==> config.mk <==
export PLATFORM = sky130hd
export DESIGN_NAME = control_unit
export DESIGN_NICKNAME = d
export VERILOG_FILES = /design/src/rtl/k_and_s_pkg.sv /design/src/rtl/control_unit_branch_eval.sv /design/src/rtl/control_unit.sv
export SDC_FILE = /design/constraint.sdc
export NUM_CORES = 1
export LEC_CHECK = 0
export CORE_AREA = 3 3 40 42
export CTS_CLUSTER_SIZE = 24
export DETAILED_ROUTE_END_ITERATION = 10
export DIE_AREA = 0 0 43 45
export PLACE_DENSITY = 0.67
export RECOVER_POWER = 50
export SLEW_MARGIN = 20
export SYNTH_ARGS = -nofsm -noshare
export SYNTH_HDL_FRONTEND = slang
export SYNTH_SLANG_ARGS = --single-unit
==> constraint.sdc <==
create_clock -name clk -period 3.7 [get_ports clk]
set_clock_uncertainty 0.15 [all_clocks]
set_input_delay 0.74 -clock clk [delete_from_list [all_inputs] [get_ports clk]]
set_output_delay 0.74 -clock clk [all_outputs]
set_load 0.1 [all_outputs]
==> src/rtl/k_and_s_pkg.sv <==
// K&S processor shared encodings: decoded instructions, control FSM states, ALU ops.
// Latency: n/a (types and constants only).
// Backpressure: n/a.
package k_and_s_pkg;

    typedef enum logic [4:0] {
        I_NOP    = 5'd0,
        I_LOAD   = 5'd1,
        I_STORE  = 5'd2,
        I_MOVE   = 5'd3,
        I_ADD    = 5'd4,
        I_SUB    = 5'd5,
        I_AND    = 5'd6,
        I_OR     = 5'd7,
        I_BRANCH = 5'd8,
        I_BZERO  = 5'd9,
        I_BNZERO = 5'd10,
        I_BNEG   = 5'd11,
        I_BNNEG  = 5'd12,
        I_BOV    = 5'd13,
        I_BNOV   = 5'd14,
        I_BSOV   = 5'd15,
        I_BNSOV  = 5'd16,
        I_HALT   = 5'd17
    } decoded_instruction_type;

    // Wait states are always present so state encodings do not move with the build option.
    typedef enum logic [3:0] {
        S_FETCH      = 4'd0,
        S_FETCH_WAIT = 4'd1,
        S_DECODE     = 4'd2,
        S_LOAD_WAIT  = 4'd3,
        S_ALU        = 4'd4,
        S_LOAD       = 4'd5,
        S_STORE      = 4'd6,
        S_MOVE       = 4'd7,
        S_BRANCH     = 4'd8,
        S_NEXT       = 4'd9,
        S_HALT       = 4'd10
    } ctrl_state_t;

    localparam logic [1:0] OP_ADD = 2'b00;
    localparam logic [1:0] OP_AND = 2'b01;
    localparam logic [1:0] OP_OR  = 2'b10;
    localparam logic [1:0] OP_SUB = 2'b11;

    // Map an ALU-class instruction onto its ALU operation code.
    function automatic logic [1:0] alu_op_of(input decoded_instruction_type instr);
        case (instr)
            I_SUB:   alu_op_of = OP_SUB;
            I_AND:   alu_op_of = OP_AND;
            I_OR:    alu_op_of = OP_OR;
            default: alu_op_of = OP_ADD;
        endcase
    endfunction

endpackage

==> src/rtl/control_unit_branch_eval.sv <==
// Branch condition evaluator: decides whether the decoded branch is taken from the flags.
// Latency: purely combinational, 0 cycles.
// Backpressure: none.
module branch_eval
    import k_and_s_pkg::*;
(
    input  decoded_instruction_type decoded_instruction,
    input  logic                    zero_op,
    input  logic                    neg_op,
    input  logic                    unsigned_overflow,
    input  logic                    signed_overflow,
    output logic                    taken
);

    // Non-branch instructions report not-taken so the caller can use taken unguarded.
    always_comb begin
        taken = 1'b0;
        case (decoded_instruction)
            I_BRANCH: taken = 1'b1;
            I_BZERO:  taken = zero_op;
            I_BNZERO: taken = !zero_op;
            I_BNEG:   taken = neg_op;
            I_BNNEG:  taken = !neg_op;
            I_BOV:    taken = unsigned_overflow;
            I_BNOV:   taken = !unsigned_overflow;
            I_BSOV:   taken = signed_overflow;
            I_BNSOV:  taken = !signed_overflow;
            default:  taken = 1'b0;
        endcase
    end

endmodule

==> src/rtl/control_unit.sv <==
// K&S sequencing FSM: fetch/decode/execute, drives every data path enable and select.
// Latency: 3 cycles per instruction; with KS_CTRL_MEM_WAIT_EN 4 (LOAD 5) for sync-read RAM.
// Backpressure: none; HALT holds until rst, rst forces all outputs low.
module control_unit
    import k_and_s_pkg::*;
(
    input  logic                    clk,
    input  logic                    rst,
    input  decoded_instruction_type decoded_instruction,
    input  logic                    zero_op,
    input  logic                    neg_op,
    input  logic                    unsigned_overflow,
    input  logic                    signed_overflow,
    output logic                    branch,
    output logic                    pc_enable,
    output logic                    ir_enable,
    output logic                    addr_sel,
    output logic                    c_sel,
    output logic [1:0]              operation,
    output logic                    write_reg_enable,
    output logic                    flags_reg_enable,
    output logic                    ram_write_enable,
    output logic                    halt
);

    ctrl_state_t state;
    ctrl_state_t state_nxt;
    logic        taken;

    branch_eval u_branch_eval (
        .decoded_instruction (decoded_instruction),
        .zero_op             (zero_op),
        .neg_op              (neg_op),
        .unsigned_overflow   (unsigned_overflow),
        .signed_overflow     (signed_overflow),
        .taken               (taken)
    );

    // Next-state selection: fetch, decode by instruction class, execute, back to fetch.
    always_comb begin
        state_nxt = state;
        case (state)
`ifdef KS_CTRL_MEM_WAIT_EN
            S_FETCH:      state_nxt = S_FETCH_WAIT;
`else
            S_FETCH:      state_nxt = S_DECODE;
`endif
            S_FETCH_WAIT: state_nxt = S_DECODE;
            S_DECODE: begin
                case (decoded_instruction)
                    I_ADD, I_SUB, I_AND, I_OR: state_nxt = S_ALU;
`ifdef KS_CTRL_MEM_WAIT_EN
                    I_LOAD:                    state_nxt = S_LOAD_WAIT;
`else
                    I_LOAD:                    state_nxt = S_LOAD;
`endif
                    I_STORE:                   state_nxt = S_STORE;
                    I_MOVE:                    state_nxt = S_MOVE;
                    I_BRANCH, I_BZERO, I_BNZERO, I_BNEG, I_BNNEG,
                    I_BOV, I_BNOV, I_BSOV, I_BNSOV:
                                               state_nxt = S_BRANCH;
                    I_HALT:                    state_nxt = S_HALT;
                    default:                   state_nxt = S_NEXT;
                endcase
            end
            S_LOAD_WAIT:  state_nxt = S_LOAD;
            S_HALT:       state_nxt = S_HALT;
            default:      state_nxt = S_FETCH;
        endcase
    end

    // State register with synchronous reset back to fetch.
    always_ff @(posedge clk) begin
        if (rst) begin
            state <= S_FETCH;
        end else begin
            state <= state_nxt;
        end
    end

    // Moore output decode; held low during rst so an abandoned instruction writes nothing.
    always_comb begin
        branch           = 1'b0;
        pc_enable        = 1'b0;
        ir_enable        = 1'b0;
        addr_sel         = 1'b0;
        c_sel            = 1'b0;
        operation        = OP_ADD;
        write_reg_enable = 1'b0;
        flags_reg_enable = 1'b0;
        ram_write_enable = 1'b0;
        halt             = 1'b0;
        if (!rst) begin
            case (state)
`ifdef KS_CTRL_MEM_WAIT_EN
                S_FETCH:      ir_enable = 1'b0;
`else
                S_FETCH:      ir_enable = 1'b1;
`endif
                S_FETCH_WAIT: ir_enable = 1'b1;
                S_LOAD_WAIT:  addr_sel  = 1'b1;
                S_ALU: begin
                    operation        = alu_op_of(decoded_instruction);
                    write_reg_enable = 1'b1;
                    flags_reg_enable = 1'b1;
                    pc_enable        = 1'b1;
                end
                S_LOAD: begin
                    addr_sel         = 1'b1;
                    c_sel            = 1'b1;
                    write_reg_enable = 1'b1;
                    pc_enable        = 1'b1;
                end
                S_STORE: begin
                    addr_sel         = 1'b1;
                    ram_write_enable = 1'b1;
                    pc_enable        = 1'b1;
                end
                S_MOVE: begin
                    operation        = OP_OR;
                    write_reg_enable = 1'b1;
                    pc_enable        = 1'b1;
                end
                S_BRANCH: begin
                    pc_enable = 1'b1;
                    branch    = taken;
                end
                S_NEXT:       pc_enable = 1'b1;
                S_HALT:       halt      = 1'b1;
                default:      halt      = 1'b0;
            endcase
        end
    end

endmodule

==> flow_summary.json <==
{
  "period_minus_slack_ps": 3370,
  "post-dp-hpwl_um": 929,
  "worstSetupPathType": "input port to primary output",
  "status": "finished, final reports clean",
  "yosysWarningCount": 0,
  "hold_viol": 0,
  "dp_slack_ps": 397,
  "cts_max_level": 1,
  "dp.cells": 96,
  "final_common_cell": "nor2_1",
  "path_clk_slew_ps": 30,
  "hp-class": "flip-flop to flip-flop",
  "ant_nets": 0,
  "cp_max_fo": 8,
  "die_h_um": 45,
  "cp.required_ps": 2810,
  "grt-ovfl-total": 0,
  "async_flop_share": 0,
  "endpoint_kind": "primary output",
  "top_register": "state",
  "worstPathCellList": "dlygate4sd3_1 > clkbuf_1 > nor2_1 > a21oi_1 > o211ai_1 > a31oi_2 > buf_12",
  "cap_viol_max_count": 0,
  "slowest_delay_ps": 580,
  "syn_area_um2": 428,
  "cts_resized": 0,
  "dieArea_um2": 1940,
  "nets": 97,
  "ys_ff_latch": 4,
  "drc": 0,
  "synth.distinct_cells": 30,
  "fin_cells": 99,
  "holdBufCountCts": 0,
  "power_w": 0.000194,
  "grt_first_pass_wirelength_um": 1910,
  "avgSynthCellArea_um2": 6.69,
  "insertion_delay_ps": 230,
  "slew_headroom": 0.224,
  "power_leakage_nw": 0.255,
  "synth_edf_count": 0,
  "synth_simple_gate_area_share": 0.371,
  "cts_buffer_depth": 2,
  "vias_per_cell": 5.03,
  "wire_per_inst_um": 11.2,
  "ys.flop_type": "dfxtp_1",
  "critPathSlowestCell": "dlygate4sd3_1",
  "synth_xor_area_frac": 0.0409,
  "post-route-period-util": 0.910,
  "worst_slack_ps": 333,
  "gp_congestion": 0.824,
  "core_um2": 1280,
  "io-pin-count": 22,
  "final_cell_mix": "nor2_1 (10), clkdlybuf4s50_1 (9), nand2_1 (7), a21oi_1 (7), buf_12 (6)",
  "wirelength_um": 1110,
  "synth-seq-area-share": 0.187,
  "cp_top_family": "buffers and inverters",
  "track_usage": 0.130,
  "via_count": 498,
  "root_buffer": "clkbuf_4",
  "n_antenna_cell": 0,
  "cp.arrival_ps": 2480,
  "largest_reg_flops": 4,
  "synth_top_family_by_area": "simple AND/OR/NAND/NOR gates",
  "synth_nets": 75,
  "grt_pass1_vias": 472,
  "muxShareOfSynthArea": 0.0731,
  "port_buffers": 21,
  "tritoncts": "built",
  "max_freq_mhz": 297,
  "drt_pass1_iterations": 4,
  "worst_ir_drop_vdd_mv": 0.200,
  "cts_num_sinks": 4,
  "totalNegativeSetupSlack_ps": 0,
  "antenna_found_initial": 0,
  "tightest_slew_ps": 1170,
  "syn2layout_area_growth_pct": 68.4,
  "rsz0062_at_grt": "false",
  "synth_fa_ha_area_frac": 0,
  "drive_above_1_share": 0.226,
  "critPathLaunchType": "input port",
  "rows": 13,
  "slew_viol_final": 0,
  "finalSetupViolations": 0,
  "utilization": 0.561,
  "pwr_density_cell_nw_per_um2": 269,
  "post_cts.repair.setup_buffers": 0,
  "first_iter_violations": 11,
  "synth_compound_area_frac": 0.222,
  "critPathBufInv": 3,
  "syn_inst": 64,
  "grt_max_degree": 11,
  "reg.largest.list": "state: 4 flops",
  "die_x_um": 43,
  "start_util": 0.333,
  "cts_buffers": 3
}
[cells by family (layout without fill, tap and decap cells)]
kind of cell | Yosys count | after routing
buffers and inverters | 8 | 28
AO/OA/AOI/OAI | 15 | 15
flip-flops | 4 | 4
XOR/XNOR | 2 | 2
multiplexers | 3 | 3
AND/OR/NAND/NOR | 32 | 32
[layer usage]
metal,GRT usage,up-vias,wire [um]
met4,0.0904,0,0
met5,0,-,0
li1,-,270,-
met3,0.0239,0,25
met1,0.162,221,513
met2,0.204,7,573
[power by group]
group | internal (W) | switching [W]
logic | 0.0000287 | 0.0000536
clock network | 0.0000361 | 0.0000158
registers | 0.0000477 | 0.0000119
total | 0.000113 | 0.0000814
[path summary, 6_finish.rpt]
path	start	to	slack [ps]	cells past startpoint
hold reg to reg	state[3]$_SDFF_PP0_	state[3]$_SDFF_PP0_	460	2
hold / removal	state[3]$_SDFF_PP0_	state[3]$_SDFF_PP0_	460	2
setup reg to reg	state[1]$_SDFF_PP0_	state[1]$_SDFF_PP0_	2390	3
setup / recovery	decoded_instruction[1]	branch	330	7
[worst register-to-register path, stage by stage (launching register included)]
cell and delay (ps):
dfxtp_1 570, nor2b_1 260, nand2_1 120, o21bai_1 140
[final cells by class]
| class | instances | area, um^2 |
|---|---|---|
| Multi-Input combinational cell | 52 | 338 |
| Tap cell | 15 | 18.8 |
| Timing Repair Buffer | 22 | 250 |
| Sequential cell | 4 | 80.1 |
| Clock buffer | 3 | 22.5 |
| Inverter | 3 | 11.3 |
| Fill cell | 130 | 564 |
[Yosys cell counts (2+ instances only)]
cell type | n | area share
dfxtp_1 | 4 | 0.19
buf_2 | 2 | 0.023
nor2_1 | 10 | 0.088
a21oi_1 | 7 | 0.082
mux2i_1 | 2 | 0.047
nor3_1 | 4 | 0.047
o22ai_1 | 2 | 0.029
nand2_1 | 7 | 0.061
inv_1 | 3 | 0.026
nand3b_1 | 3 | 0.053
[metrics by stage]
stage	hold WS [ps]	cell area, um^2
4_1_cts	472	736
5_1_grt	526	721
3_5_place_dp	467	713
6_report	464	721
2_1_floorplan	406	463
3_3_place_gp	460	713
Note: power is estimated with default switching activity, not from simulation.
